## src/rtl/fifo_pkg.sv

```systemverilog
// rtl/fifo_pkg.sv - shared constants and helpers for the sync FIFO slice
package fifo_pkg;

  localparam int FIFO_MODE_STD  = 0;
  localparam int FIFO_MODE_FWFT = 1;

  function automatic int clog2(input int value);
    int res;
    res = 0;
    while ((1 << res) < value) begin
      res = res + 1;
    end
    return res;
  endfunction

endpackage

```

## src/rtl/sync_fifo_param_if.sv

```systemverilog
// rtl/sync_fifo_param_if.sv - producer/consumer signal bundle for sync_fifo_param
interface sync_fifo_param_if #(
  parameter int DATA_W = 16,
  parameter int ADDR_W = 4
);

  logic              w_en;
  logic [DATA_W-1:0] data_in;
  logic              r_en;
  logic [DATA_W-1:0] data_out;
  logic              data_valid;
  logic              full;
  logic              empty;
  logic              almost_full;
  logic              almost_empty;
  logic [ADDR_W:0]   count;
  logic              overflow;
  logic              underflow;

  modport master (
    output w_en, data_in, r_en,
    input  data_out, data_valid, full, empty, almost_full, almost_empty,
           count, overflow, underflow
  );

  modport slave (
    input  w_en, data_in, r_en,
    output data_out, data_valid, full, empty, almost_full, almost_empty,
           count, overflow, underflow
  );

endinterface

```

## src/rtl/sync_fifo_param_sdp_ram.sv

```systemverilog
// rtl/sync_fifo_param_sdp_ram.sv - simple dual-port RAM, clocked write, asynchronous read
module sdp_ram #(
  parameter int DATA_W = 16,
  parameter int ADDR_W = 4
) (
  input  logic              clk,
  input  logic              we,
  input  logic [ADDR_W-1:0] waddr,
  input  logic [DATA_W-1:0] wdata,
  input  logic [ADDR_W-1:0] raddr,
  output logic [DATA_W-1:0] rdata
);

  logic [DATA_W-1:0] mem [2**ADDR_W];

  always_ff @(posedge clk) begin
    if (we) begin
      mem[waddr] <= wdata;
    end
  end

  assign rdata = mem[raddr];

endmodule

```

## src/rtl/sync_fifo_param.sv

```systemverilog
// rtl/sync_fifo_param.sv - single-clock FIFO with registered flags and selectable FWFT output
module sync_fifo_param
  import fifo_pkg::*;
#(
  parameter int DATA_W   = 16,
  parameter int ADDR_W   = 4,
  parameter int FWFT     = FIFO_MODE_STD,
  parameter int AF_LEVEL = 2**ADDR_W - 2,
  parameter int AE_LEVEL = 2
) (
  input  logic clk,
  input  logic rst,
  sync_fifo_param_if.slave bus
);

  localparam int DEPTH = 2**ADDR_W;
  localparam logic [ADDR_W:0] DEPTH_C = (ADDR_W+1)'(DEPTH);
  localparam logic [ADDR_W:0] AF_C    = (ADDR_W+1)'(AF_LEVEL);
  localparam logic [ADDR_W:0] AE_C    = (ADDR_W+1)'(AE_LEVEL);

  initial begin
    if (AF_LEVEL < 1 || AF_LEVEL > DEPTH) begin
      $error("sync_fifo_param: AF_LEVEL %0d outside 1..%0d", AF_LEVEL, DEPTH);
    end
    if (AE_LEVEL < 0 || AE_LEVEL > DEPTH - 1) begin
      $error("sync_fifo_param: AE_LEVEL %0d outside 0..%0d", AE_LEVEL, DEPTH - 1);
    end
  end

  logic [ADDR_W-1:0] wr_ptr;
  logic [ADDR_W-1:0] rd_ptr;
  logic [ADDR_W:0]   count_q;
  logic [ADDR_W:0]   count_nxt;
  logic              full_q;
  logic              empty_q;
  logic              almost_full_q;
  logic              almost_empty_q;
  logic              overflow_q;
  logic              underflow_q;
  logic              wr_acc;
  logic              rd_acc;
  logic [DATA_W-1:0] rd_data;

  // Acceptance uses the registered flags, so a full FIFO still pops and an empty one still pushes.
  assign wr_acc = bus.w_en & ~full_q;
  assign rd_acc = bus.r_en & ~empty_q;

  always_comb begin
    count_nxt = count_q;
    case ({wr_acc, rd_acc})
      2'b10:   count_nxt = count_q + (ADDR_W+1)'(1);
      2'b01:   count_nxt = count_q - (ADDR_W+1)'(1);
      default: count_nxt = count_q;
    endcase
  end

  always_ff @(posedge clk) begin
    if (!rst) begin
      wr_ptr         <= '0;
      rd_ptr         <= '0;
      count_q        <= '0;
      full_q         <= 1'b0;
      empty_q        <= 1'b1;
      almost_full_q  <= 1'b0;
      almost_empty_q <= 1'b1;
      overflow_q     <= 1'b0;
      underflow_q    <= 1'b0;
    end else begin
      if (wr_acc) begin
        wr_ptr <= wr_ptr + ADDR_W'(1);
      end
      if (rd_acc) begin
        rd_ptr <= rd_ptr + ADDR_W'(1);
      end
      count_q        <= count_nxt;
      full_q         <= (count_nxt == DEPTH_C);
      empty_q        <= (count_nxt == '0);
      almost_full_q  <= (count_nxt >= AF_C);
      almost_empty_q <= (count_nxt <= AE_C);
      overflow_q     <= overflow_q  | (bus.w_en & full_q);
      underflow_q    <= underflow_q | (bus.r_en & empty_q);
    end
  end

  sdp_ram #(
    .DATA_W (DATA_W),
    .ADDR_W (ADDR_W)
  ) u_ram (
    .clk   (clk),
    .we    (wr_acc),
    .waddr (wr_ptr),
    .wdata (bus.data_in),
    .raddr (rd_ptr),
    .rdata (rd_data)
  );

  generate
    if (FWFT == FIFO_MODE_FWFT) begin : g_fwft
      // Head word is shown directly; masked to zero while empty so reset leaves data_out at 0.
      assign bus.data_out   = empty_q ? '0 : rd_data;
      assign bus.data_valid = ~empty_q;
    end else begin : g_std
      logic [DATA_W-1:0] data_out_q;
      logic              data_valid_q;

      always_ff @(posedge clk) begin
        if (!rst) begin
          data_out_q   <= '0;
          data_valid_q <= 1'b0;
        end else begin
          data_valid_q <= rd_acc;
          if (rd_acc) begin
            data_out_q <= rd_data;
          end
        end
      end

      assign bus.data_out   = data_out_q;
      assign bus.data_valid = data_valid_q;
    end
  endgenerate

  assign bus.count        = count_q;
  assign bus.full         = full_q;
  assign bus.empty        = empty_q;
  assign bus.almost_full  = almost_full_q;
  assign bus.almost_empty = almost_empty_q;
  assign bus.overflow     = overflow_q;
  assign bus.underflow    = underflow_q;

endmodule

```

## src/flat_wrapper.sv

```systemverilog
// flat-port wrapper written by rule: the top's interface ports become plain ports
module sync_fifo_param_flat import fifo_pkg::*;
#(
  parameter int DATA_W   = 16,
  parameter int ADDR_W   = 4,
  parameter int FWFT     = FIFO_MODE_STD,
  parameter int AF_LEVEL = 2**ADDR_W - 2,
  parameter int AE_LEVEL = 2
)
  (clk, rst, bus_w_en, bus_data_in, bus_r_en, bus_data_out, bus_data_valid, bus_full, bus_empty, bus_almost_full, bus_almost_empty, bus_count, bus_overflow, bus_underflow);
  sync_fifo_param_if #(.DATA_W(DATA_W), .ADDR_W(ADDR_W)) bus_i ();
  input  logic clk;
  input  logic rst;
  input wire logic [$bits(bus_i.w_en)-1:0] bus_w_en;
  input wire logic [$bits(bus_i.data_in)-1:0] bus_data_in;
  input wire logic [$bits(bus_i.r_en)-1:0] bus_r_en;
  output wire logic [$bits(bus_i.data_out)-1:0] bus_data_out;
  output wire logic [$bits(bus_i.data_valid)-1:0] bus_data_valid;
  output wire logic [$bits(bus_i.full)-1:0] bus_full;
  output wire logic [$bits(bus_i.empty)-1:0] bus_empty;
  output wire logic [$bits(bus_i.almost_full)-1:0] bus_almost_full;
  output wire logic [$bits(bus_i.almost_empty)-1:0] bus_almost_empty;
  output wire logic [$bits(bus_i.count)-1:0] bus_count;
  output wire logic [$bits(bus_i.overflow)-1:0] bus_overflow;
  output wire logic [$bits(bus_i.underflow)-1:0] bus_underflow;
  assign bus_i.w_en = bus_w_en;
  assign bus_i.data_in = bus_data_in;
  assign bus_i.r_en = bus_r_en;
  assign bus_data_out = bus_i.data_out;
  assign bus_data_valid = bus_i.data_valid;
  assign bus_full = bus_i.full;
  assign bus_empty = bus_i.empty;
  assign bus_almost_full = bus_i.almost_full;
  assign bus_almost_empty = bus_i.almost_empty;
  assign bus_count = bus_i.count;
  assign bus_overflow = bus_i.overflow;
  assign bus_underflow = bus_i.underflow;
  sync_fifo_param #(.DATA_W(DATA_W), .ADDR_W(ADDR_W), .FWFT(FWFT), .AF_LEVEL(AF_LEVEL), .AE_LEVEL(AE_LEVEL)) u_core (.clk(clk), .rst(rst), .bus(bus_i));
endmodule
```

## config.mk

```make
export PLATFORM = sky130hd
export DESIGN_NAME = sync_fifo_param_flat
export DESIGN_NICKNAME = d
export VERILOG_FILES = /design/src/rtl/fifo_pkg.sv /design/src/rtl/sync_fifo_param_if.sv /design/src/rtl/sync_fifo_param_sdp_ram.sv /design/src/rtl/sync_fifo_param.sv /design/src/flat_wrapper.sv
export SDC_FILE = /design/constraint.sdc
export NUM_CORES = 1
export LEC_CHECK = 0
export CORE_UTILIZATION = 38
export CTS_BUF_LIST = sky130_fd_sc_hd__clkbuf_4
export DETAILED_ROUTE_END_ITERATION = 8
export PLACE_DENSITY = 0.6
export SYNTH_ARGS = -nofsm -noshare
export SYNTH_HDL_FRONTEND = slang
export SYNTH_SLANG_ARGS = --single-unit
```

## constraint.sdc

```tcl
create_clock -name clk -period 3.3 [get_ports clk]
set_input_delay 0.99 -clock clk [delete_from_list [all_inputs] [get_ports clk]]
set_output_delay 0.99 -clock clk [all_outputs]
set_load 0.01 [all_outputs]
```

==> results of run 1 <==
cell families (layout without fill, tap and decap cells):
family          after synthesis  in the layout  synth area share, %
flops                       292            292                 74.9
simple gates                 79             79                 3.51
compound gates               67             67                 5.14
mux                          66             66                 13.1
buf+inv                      42            217                 1.82
xor+xnor                      9              9                0.769
fa+ha+maj                     7              7                0.780
other cells                   0              1                    0
power groups by stage:
stage / Combinational [mW] / Sequential, mW / Clock [mW]
2_1_floorplan: 0.510 / 4.23 / 0
3_3_place_gp: 0.759 / 4.24 / 0
3_5_place_dp: 0.777 / 4.25 / 0
4_1_cts: 0.779 / 4.17 / 3.17
5_1_grt: 0.826 / 4.18 / 3.37
6_report: 0.768 / 4.17 / 3.06
placed cells by master (no fill, tap or decap), types with 13 or more instances in the layout:
cell / Yosys / final
sky130_fd_sc_hd__o21ai_1: 16 / 16
sky130_fd_sc_hd__a22o_1: 16 / 16
sky130_fd_sc_hd__clkbuf_4: 0 / 105
sky130_fd_sc_hd__edfxtp_1: 256 / 256
sky130_fd_sc_hd__buf_4: 5 / 35
sky130_fd_sc_hd__clkinv_1: 0 / 13
sky130_fd_sc_hd__nand3_1: 17 / 17
sky130_fd_sc_hd__mux4_2: 64 / 64
sky130_fd_sc_hd__dfxtp_1: 36 / 34
sky130_fd_sc_hd__nand2_1: 14 / 14
sky130_fd_sc_hd__nor2_1: 24 / 24
sky130_fd_sc_hd__clkdlybuf4s50_1: 0 / 47
state kept, by name, summed over array words and instances, names as in the netlist:
| register | cells |
|---|---|
| u_core.bus.empty | 1 |
| u_core.bus.almost_full | 1 |
| u_core.bus.data_out | 16 |
| u_core.wr_ptr | 4 |
| u_core.bus.overflow | 1 |
| u_core.bus.count | 5 |
| u_core.u_ram.mem | 256 |
| u_core.rd_ptr | 4 |
| u_core.bus.almost_empty | 1 |
| u_core.bus.data_valid | 1 |
| u_core.bus.full | 1 |
| u_core.bus.underflow | 1 |
metal layers:
layer / part of all wire, % / track usage, % / up-vias
met5: 0 / 0 / -
met4: 1.1 / 5.19 / 0
met3: 5.7 / 3.97 / 22
met2: 50 / 26.2 / 157
met1: 44 / 20.8 / 2958
li1: - / - / 2604
stage by stage:
step,cells,setup TNS (ps),utilization (%),worst slack (ps),hold slack [ps]
global placement,996,-66.3,42.7,-39.8,456
CTS,1121,0,46.0,399,472
finish,1122,0,46.0,393,467
floorplan,562,0,-,357,482
detailed placement,996,-407,42.7,-167,463
global route,1122,0,46.0,349,487
worst register-to-register path, stage by stage, from the launching register on:
cell	delay (ps)
sky130_fd_sc_hd__dfxtp_1	420
sky130_fd_sc_hd__nor2b_4	60
sky130_fd_sc_hd__inv_1	100
sky130_fd_sc_hd__nand2_1	100
sky130_fd_sc_hd__xnor2_1	140
sky130_fd_sc_hd__ha_1	240
sky130_fd_sc_hd__a21oi_4	200
sky130_fd_sc_hd__o211ai_2	120
sky130_fd_sc_hd__a2111oi_4	420
sky130_fd_sc_hd__xor2_2	160
sky130_fd_sc_hd__o41ai_1	370
worst max path at each step:
stage / slack (ps) / endpoint / cells after the start
after floorplan: 360 / u_core.u_ram.mem[3][0] / 4
after global placement: -40 / u_core.bus.almost_empty / 11
after detailed placement: -170 / u_core.bus.empty / 11
after CTS: 400 / bus_count[1] / 1
after global routing: 350 / u_core.bus.empty / 11
final: 390 / u_core.bus.empty / 11
area by class of cell:
cell class / count / area, sq um
clock inverter: 20 / 164
multi-input combinational: 228 / 2630
sequential: 292 / 8410
inverter: 9 / 36.3
clock buffer: 105 / 788
tap: 384 / 480
timing repair buffer: 83 / 753
antenna: 1 / 2.50
fill: 2494 / 15600
==> load_flow_metrics.sql, run 1 <==
INSERT INTO impl_metrics (metric_group, metric, value, unit) VALUES
('run_status', 'outcome', 'completed', ''),
('die', 'die_w', '174', 'microns'),
('drt', 'drtAntennaViolNets', '0', ''),
('hold_path', 'min-delay-path-class', 'flip-flop to flip-flop', ''),
('drt', 'vias_per_cell', '5.12', ''),
('cts', 'clk_transition_reported_paths', '70', 'ps'),
('yosys', 'synth.distinct_cells', '46', ''),
('placement', 'postPlaceCellArea', '12300', 'sq um'),
('cts', 'clk_latency', '670', 'ps'),
('yosys', 'synthesis.instances', '562', ''),
('finish', 'drive_above_1_share', '31.8', '%'),
('grt', 'grt_overflow_total', '0', ''),
('drt', 'drt_pass1_iterations', '5', ''),
('power_and_ir_drop', 'power_internal', '6.19', 'mW'),
('cts', 'cts_made_buffers', '71', ''),
('grt', 'globalRouteTotalUtil', '16.0', '%'),
('hold_path', 'worstHoldStart', 'u_core.bus.data_out[8]', ''),
('setup_path', 'endpoint_kind', 'flip-flop', ''),
('cts', 'postCtsSetupRepairBufs', '0', ''),
('setup_path', 'crit_type', 'input pin to flip-flop', ''),
('setup_path', 'critical_path.max_stage_delay', '430', 'ps'),
('grt', 'grt_first_pass_wirelength', '36000', 'microns'),
('finish', 'area_delta_synth_final', '18.2', '%'),
('setup_path', 'critical-path-top-delay-family', 'compound AO/OA/AOI/OAI gates', ''),
('drt', 'drt_drc_violations_left', '0', ''),
('setup_path', 'crit_path_cell_trace', 'clkdlybuf4s50_1 > nor2b_4 > inv_1 > nand2_1 > xnor2_1 > ha_1 > a21oi_4 > o211ai_2 > a2111oi_4 > xor2_2 > o41ai_1', ''),
('hold_path', 'hold_path_depth', '2', ''),
('yosys', 'yosysTopAreaCellShare', '68.5', '%'),
('setup_path', 'cpMaxStageDelayCell', 'sky130_fd_sc_hd__clkdlybuf4s50_1', ''),
('drt', 'routedWlPerCell', '20.8', 'microns'),
('sta', 'timing_limited_maximum_frequency', '344', 'MHz'),
('yosys', 'synthesis.area', '11200', 'sq um'),
('cts', 'cts-root-buf', 'sky130_fd_sc_hd__clkbuf_4', ''),
('yosys', 'post-synth-top-count-cell', 'sky130_fd_sc_hd__edfxtp_1', ''),
('finish', 'layout.cell_area.non_filler', '13300', 'sq um'),
('cts', 'clkSinkCount', '292', ''),
('die', 'placement_rows', '62', ''),
('setup_path', 'cp_num_buf_inv', '2', ''),
('power_and_ir_drop', 'power.ir.vdd_worst', '0.000203', 'V'),
('sta', 'layout_worst_path_cycle_share', '88.1', '%'),
('yosys', 'synth-seq-cells', '292', ''),
('drt', 'routed-via-count', '5741', ''),
('die', 'io_pins', '48', ''),
('yosys', 'yosys_most_used_dff', 'sky130_fd_sc_hd__edfxtp_1', ''),
('sta', 'grt_setup_unrepaired', 'false', ''),
('power_and_ir_drop', 'share_seq_of_total_power', '52.1', '%'),
('yosys', 'yosysTopAreaCell', 'sky130_fd_sc_hd__edfxtp_1', ''),
('power_and_ir_drop', 'power.net_switching', '1.81', 'mW'),
('yosys', 'postSynthAreaPerCell', '20.0', 'sq um'),
('setup_path', 'worst_ep_arrival_time', '3410', 'ps'),
('yosys', 'postSynthNetCount', '589', ''),
('yosys', 'post_synth_most_frequent_cells', '256 x sky130_fd_sc_hd__edfxtp_1, 64 x sky130_fd_sc_hd__mux4_2, 36 x sky130_fd_sc_hd__dfxtp_1, 24 x sky130_fd_sc_hd__nor2_1, 17 x sky130_fd_sc_hd__nand3_1', ''),
('yosys', 'synth-edff-count', '256', ''),
('placement', 'port_buffers', '47', ''),
('die', 'die-area', '30200', 'sq um'),
('hold_path', 'hold_end', 'u_core.bus.data_out[8]', ''),
('grt', 'largest_net_degree_at_the_start_of_global_routing', '47', ''),
('die', 'start_util', '38.9', '%'),
('sta', 'setup_violations', '0', ''),
('drt', 'detailedRoute.firstIterationViolations', '445', ''),
('setup_path', 'cp_max_fo', '5', ''),
('power_and_ir_drop', 'totalPowerFinal', '7.99', 'mW'),
('setup_path', 'critPathLaunch', 'bus_w_en', ''),
('sta', 'final_period_minus_worst_setup_slack', '2910', 'ps'),
('sta', 'final.setup_skew', '53.3', 'ps'),
('grt', 'first_global_vias', '6112', ''),
('sta', 'slew_headroom', '34.8', '%'),
('drt', 'route.final.wire_length', '23300', 'microns'),
('sta', 'worstMarginPinSlew', '976', 'ps'),
('grt', 'antenna_found_initial', '1', ''),
('finish', 'nNetsFinal', '712', '');
No activity file was read; power rests on OpenSTA's default activity.
==> inputs of run 2 (changes only) <==
- MAX_ROUTING_LAYER: default -> met4
==> load_flow_metrics.sql, run 2 (synthesis results as in run 1) <==
INSERT INTO impl_metrics (metric_group, metric, value, unit) VALUES
('drt', 'route.final.wire_length', '23400', 'microns'),
('setup_path', 'worstPathRequired', '3810', 'ps'),
('grt', 'largest_net_degree_at_the_start_of_global_routing', '47', ''),
('drt', 'drt_drc_violations_left', '0', ''),
('setup_path', 'cpMaxStageDelayCell', 'sky130_fd_sc_hd__clkdlybuf4s50_1', ''),
('die', 'core_area', '28900', 'sq um'),
('cts', 'post_cts_resize_count', '0', ''),
('setup_path', 'worst_ep_arrival_time', '3400', 'ps'),
('sta', 'final_hold_viol_count', '0', ''),
('power_and_ir_drop', 'power.ir.vdd_worst', '0.000203', 'V'),
('cts', 'postCtsSetupRepairBufs', '0', ''),
('drt', 'routedWlPerCell', '20.8', 'microns'),
('sta', 'layout_worst_path_cycle_share', '87.6', '%'),
('sta', 'grt_setup_unrepaired', 'false', ''),
('cts', 'cts.htree.levels', '3', ''),
('power_and_ir_drop', 'static-leakage-power', '4.29', 'nW'),
('run_status', 'outcome', 'completed', ''),
('sta', 'setup_violations', '0', ''),
('drt', 'routed-via-count', '5777', ''),
('die', 'io_pins', '48', ''),
('placement', 'dp_hpwl', '13900', 'microns'),
('finish', 'drive_above_1_share', '31.8', '%'),
('sta', 'final_period_minus_worst_setup_slack', '2890', 'ps'),
('cts', 'clk_transition_reported_paths', '70', 'ps'),
('setup_path', 'crit_path_cell_trace', 'clkdlybuf4s50_1 > nor2b_4 > inv_1 > nand2_1 > xnor2_1 > ha_1 > a21oi_4 > o211ai_2 > a2111oi_4 > xor2_2 > o41ai_1', ''),
('setup_path', 'endpoint_kind', 'flip-flop', ''),
('setup_path', 'cp_max_fo', '5', ''),
('die', 'start_util', '38.9', '%'),
('cts', 'clkSinkCount', '292', ''),
('cts', 'clockBufferDepth', '3', ''),
('die', 'die-area', '30200', 'sq um'),
('placement', 'port_buffers', '47', ''),
('setup_path', 'cp-start-kind', 'input pin', ''),
('finish', 'number_of_flip_flops_under_the_largest_register_name', '256', ''),
('die', 'die_w', '174', 'microns'),
('power_and_ir_drop', 'power.net_switching', '1.81', 'mW'),
('sta', 'holdWs', '467', 'ps'),
('finish', 'top_register', 'u_core.u_ram.mem', ''),
('finish', 'area_delta_synth_final', '18.2', '%'),
('grt', 'grt_overflow_total', '0', ''),
('drt', 'detailedRoute.firstIterationViolations', '395', ''),
('die', 'die_height', '174', 'microns'),
('power_and_ir_drop', 'p_sw_share', '22.6', '%'),
('hold_path', 'min-delay-path-class', 'flip-flop to flip-flop', ''),
('finish', 'final_cell_mix', '256 x sky130_fd_sc_hd__edfxtp_1, 105 x sky130_fd_sc_hd__clkbuf_4, 64 x sky130_fd_sc_hd__mux4_2', ''),
('sta', 'worstMarginPinSlew', '1030', 'ps'),
('grt', 'antenna_found_initial', '1', ''),
('run', 'maxCapViolations', '0', ''),
('power_and_ir_drop', 'totalPowerFinal', '8.00', 'mW'),
('cts', 'clk_latency', '660', 'ps'),
('cts', 'cts-root-buf', 'sky130_fd_sc_hd__clkbuf_4', ''),
('power_and_ir_drop', 'power_internal', '6.19', 'mW'),
('sta', 'timing_limited_maximum_frequency', '346', 'MHz'),
('placement', 'gpl.final_weighted_congestion', '0.787', ''),
('cts', 'postCtsHoldBufs', '0', ''),
('drt', 'vias_per_cell', '5.15', ''),
('power_and_ir_drop', 'power.density', '603', 'nW/um^2'),
('sta', 'final.setup_skew', '52.5', 'ps'),
('sta', 'slew_headroom', '31.0', '%'),
('grt', 'grt_first_pass_wirelength', '36000', 'microns'),
('sta', 'timing_max_transition_violations_final', '0', ''),
('cts', 'cts_tree', 'yes', ''),
('power_and_ir_drop', 'share_seq_of_total_power', '52.1', '%'),
('die', 'placement_rows', '62', ''),
('grt', 'first_global_vias', '6104', ''),
('cts', 'cts_made_buffers', '71', ''),
('power_and_ir_drop', 'power.clock.fraction', '38.3', '%'),
('drt', 'drt_pass1_iterations', '4', ''),
('drt', 'drtAntennaViolNets', '0', ''),
('finish', 'commonest_non_fill_non_tap_cell_in_the_layout', 'sky130_fd_sc_hd__edfxtp_1', ''),
('finish', 'nNetsFinal', '712', ''),
('grt', 'globalRouteTotalUtil', '16.5', '%'),
('power_and_ir_drop', 'combinational_share_of_power', '9.6', '%'),
('setup_path', 'critical_path.max_stage_delay', '430', 'ps'),
('setup_path', 'crit_type', 'input pin to flip-flop', '');
-- run 2: cell counts in the layout (fill, tap and decap cells not counted) --
Identical to the previous run, type by type.
-- run 2: worst paths after layout --
check             slack, ps                   start                      to  depth (start not counted)
setup / recovery        410                bus_w_en        u_core.bus.empty                         11
hold / removal          470  u_core.bus.data_out[8]  u_core.bus.data_out[8]                          2
setup reg to reg        870         u_core.bus.full        u_core.bus.empty                         10
hold reg to reg         470  u_core.bus.data_out[8]  u_core.bus.data_out[8]                          2
-- run 2: layout make-up --
type	count	area, sq um
fill	2494	15600
sequential	292	8410
multi-input combinational	228	2630
clock buffer	105	788
timing repair buffer	83	753
tap	384	480
clock inverter	20	164
inverter	9	36.3
antenna	1	2.50
-- run 2: power groups by stage --
stage               sequential [mW]  clock [mW]  combinational [mW]
CTS                            4.17        3.17               0.779
global placement               4.24           0               0.759
detailed placement             4.25           0               0.777
global route                   4.18        3.37               0.827
floorplan                      4.23           0               0.510
finish                         4.17        3.06               0.768
-- run 2: through the flow --
stage	utilization [%]	std cells	area (sq um)	setup TNS [ps]	setup slack, ps
3_3_place_gp	42.7	996	12300	-66.3	-39.8
6_report	46.0	1122	13300	0	409
5_1_grt	46.0	1122	13300	0	345
4_1_cts	46.0	1121	13300	0	399
3_5_place_dp	42.7	996	12300	-407	-167
2_1_floorplan	-	562	11200	0	357
-- run 2: critical path: cells and delay by family --
kind	cells	cell delay (ps)
xor gates and xnor gates	2	300
and+or+nand+nor	2	240
buffers and inverters	2	530
AOI/OAI and AO/OA	4	1100
adders and majority gates	1	240
-- run 2: routing by layer --
metal | vias up | global-route usage, % | wire (microns)
met5 | - | - | 0
met4 | 0 | 5.15 | 273
met3 | 27 | 3.97 | 1430
met2 | 179 | 26.2 | 11500
met1 | 2966 | 20.9 | 10100
li1 | 2605 | - | -
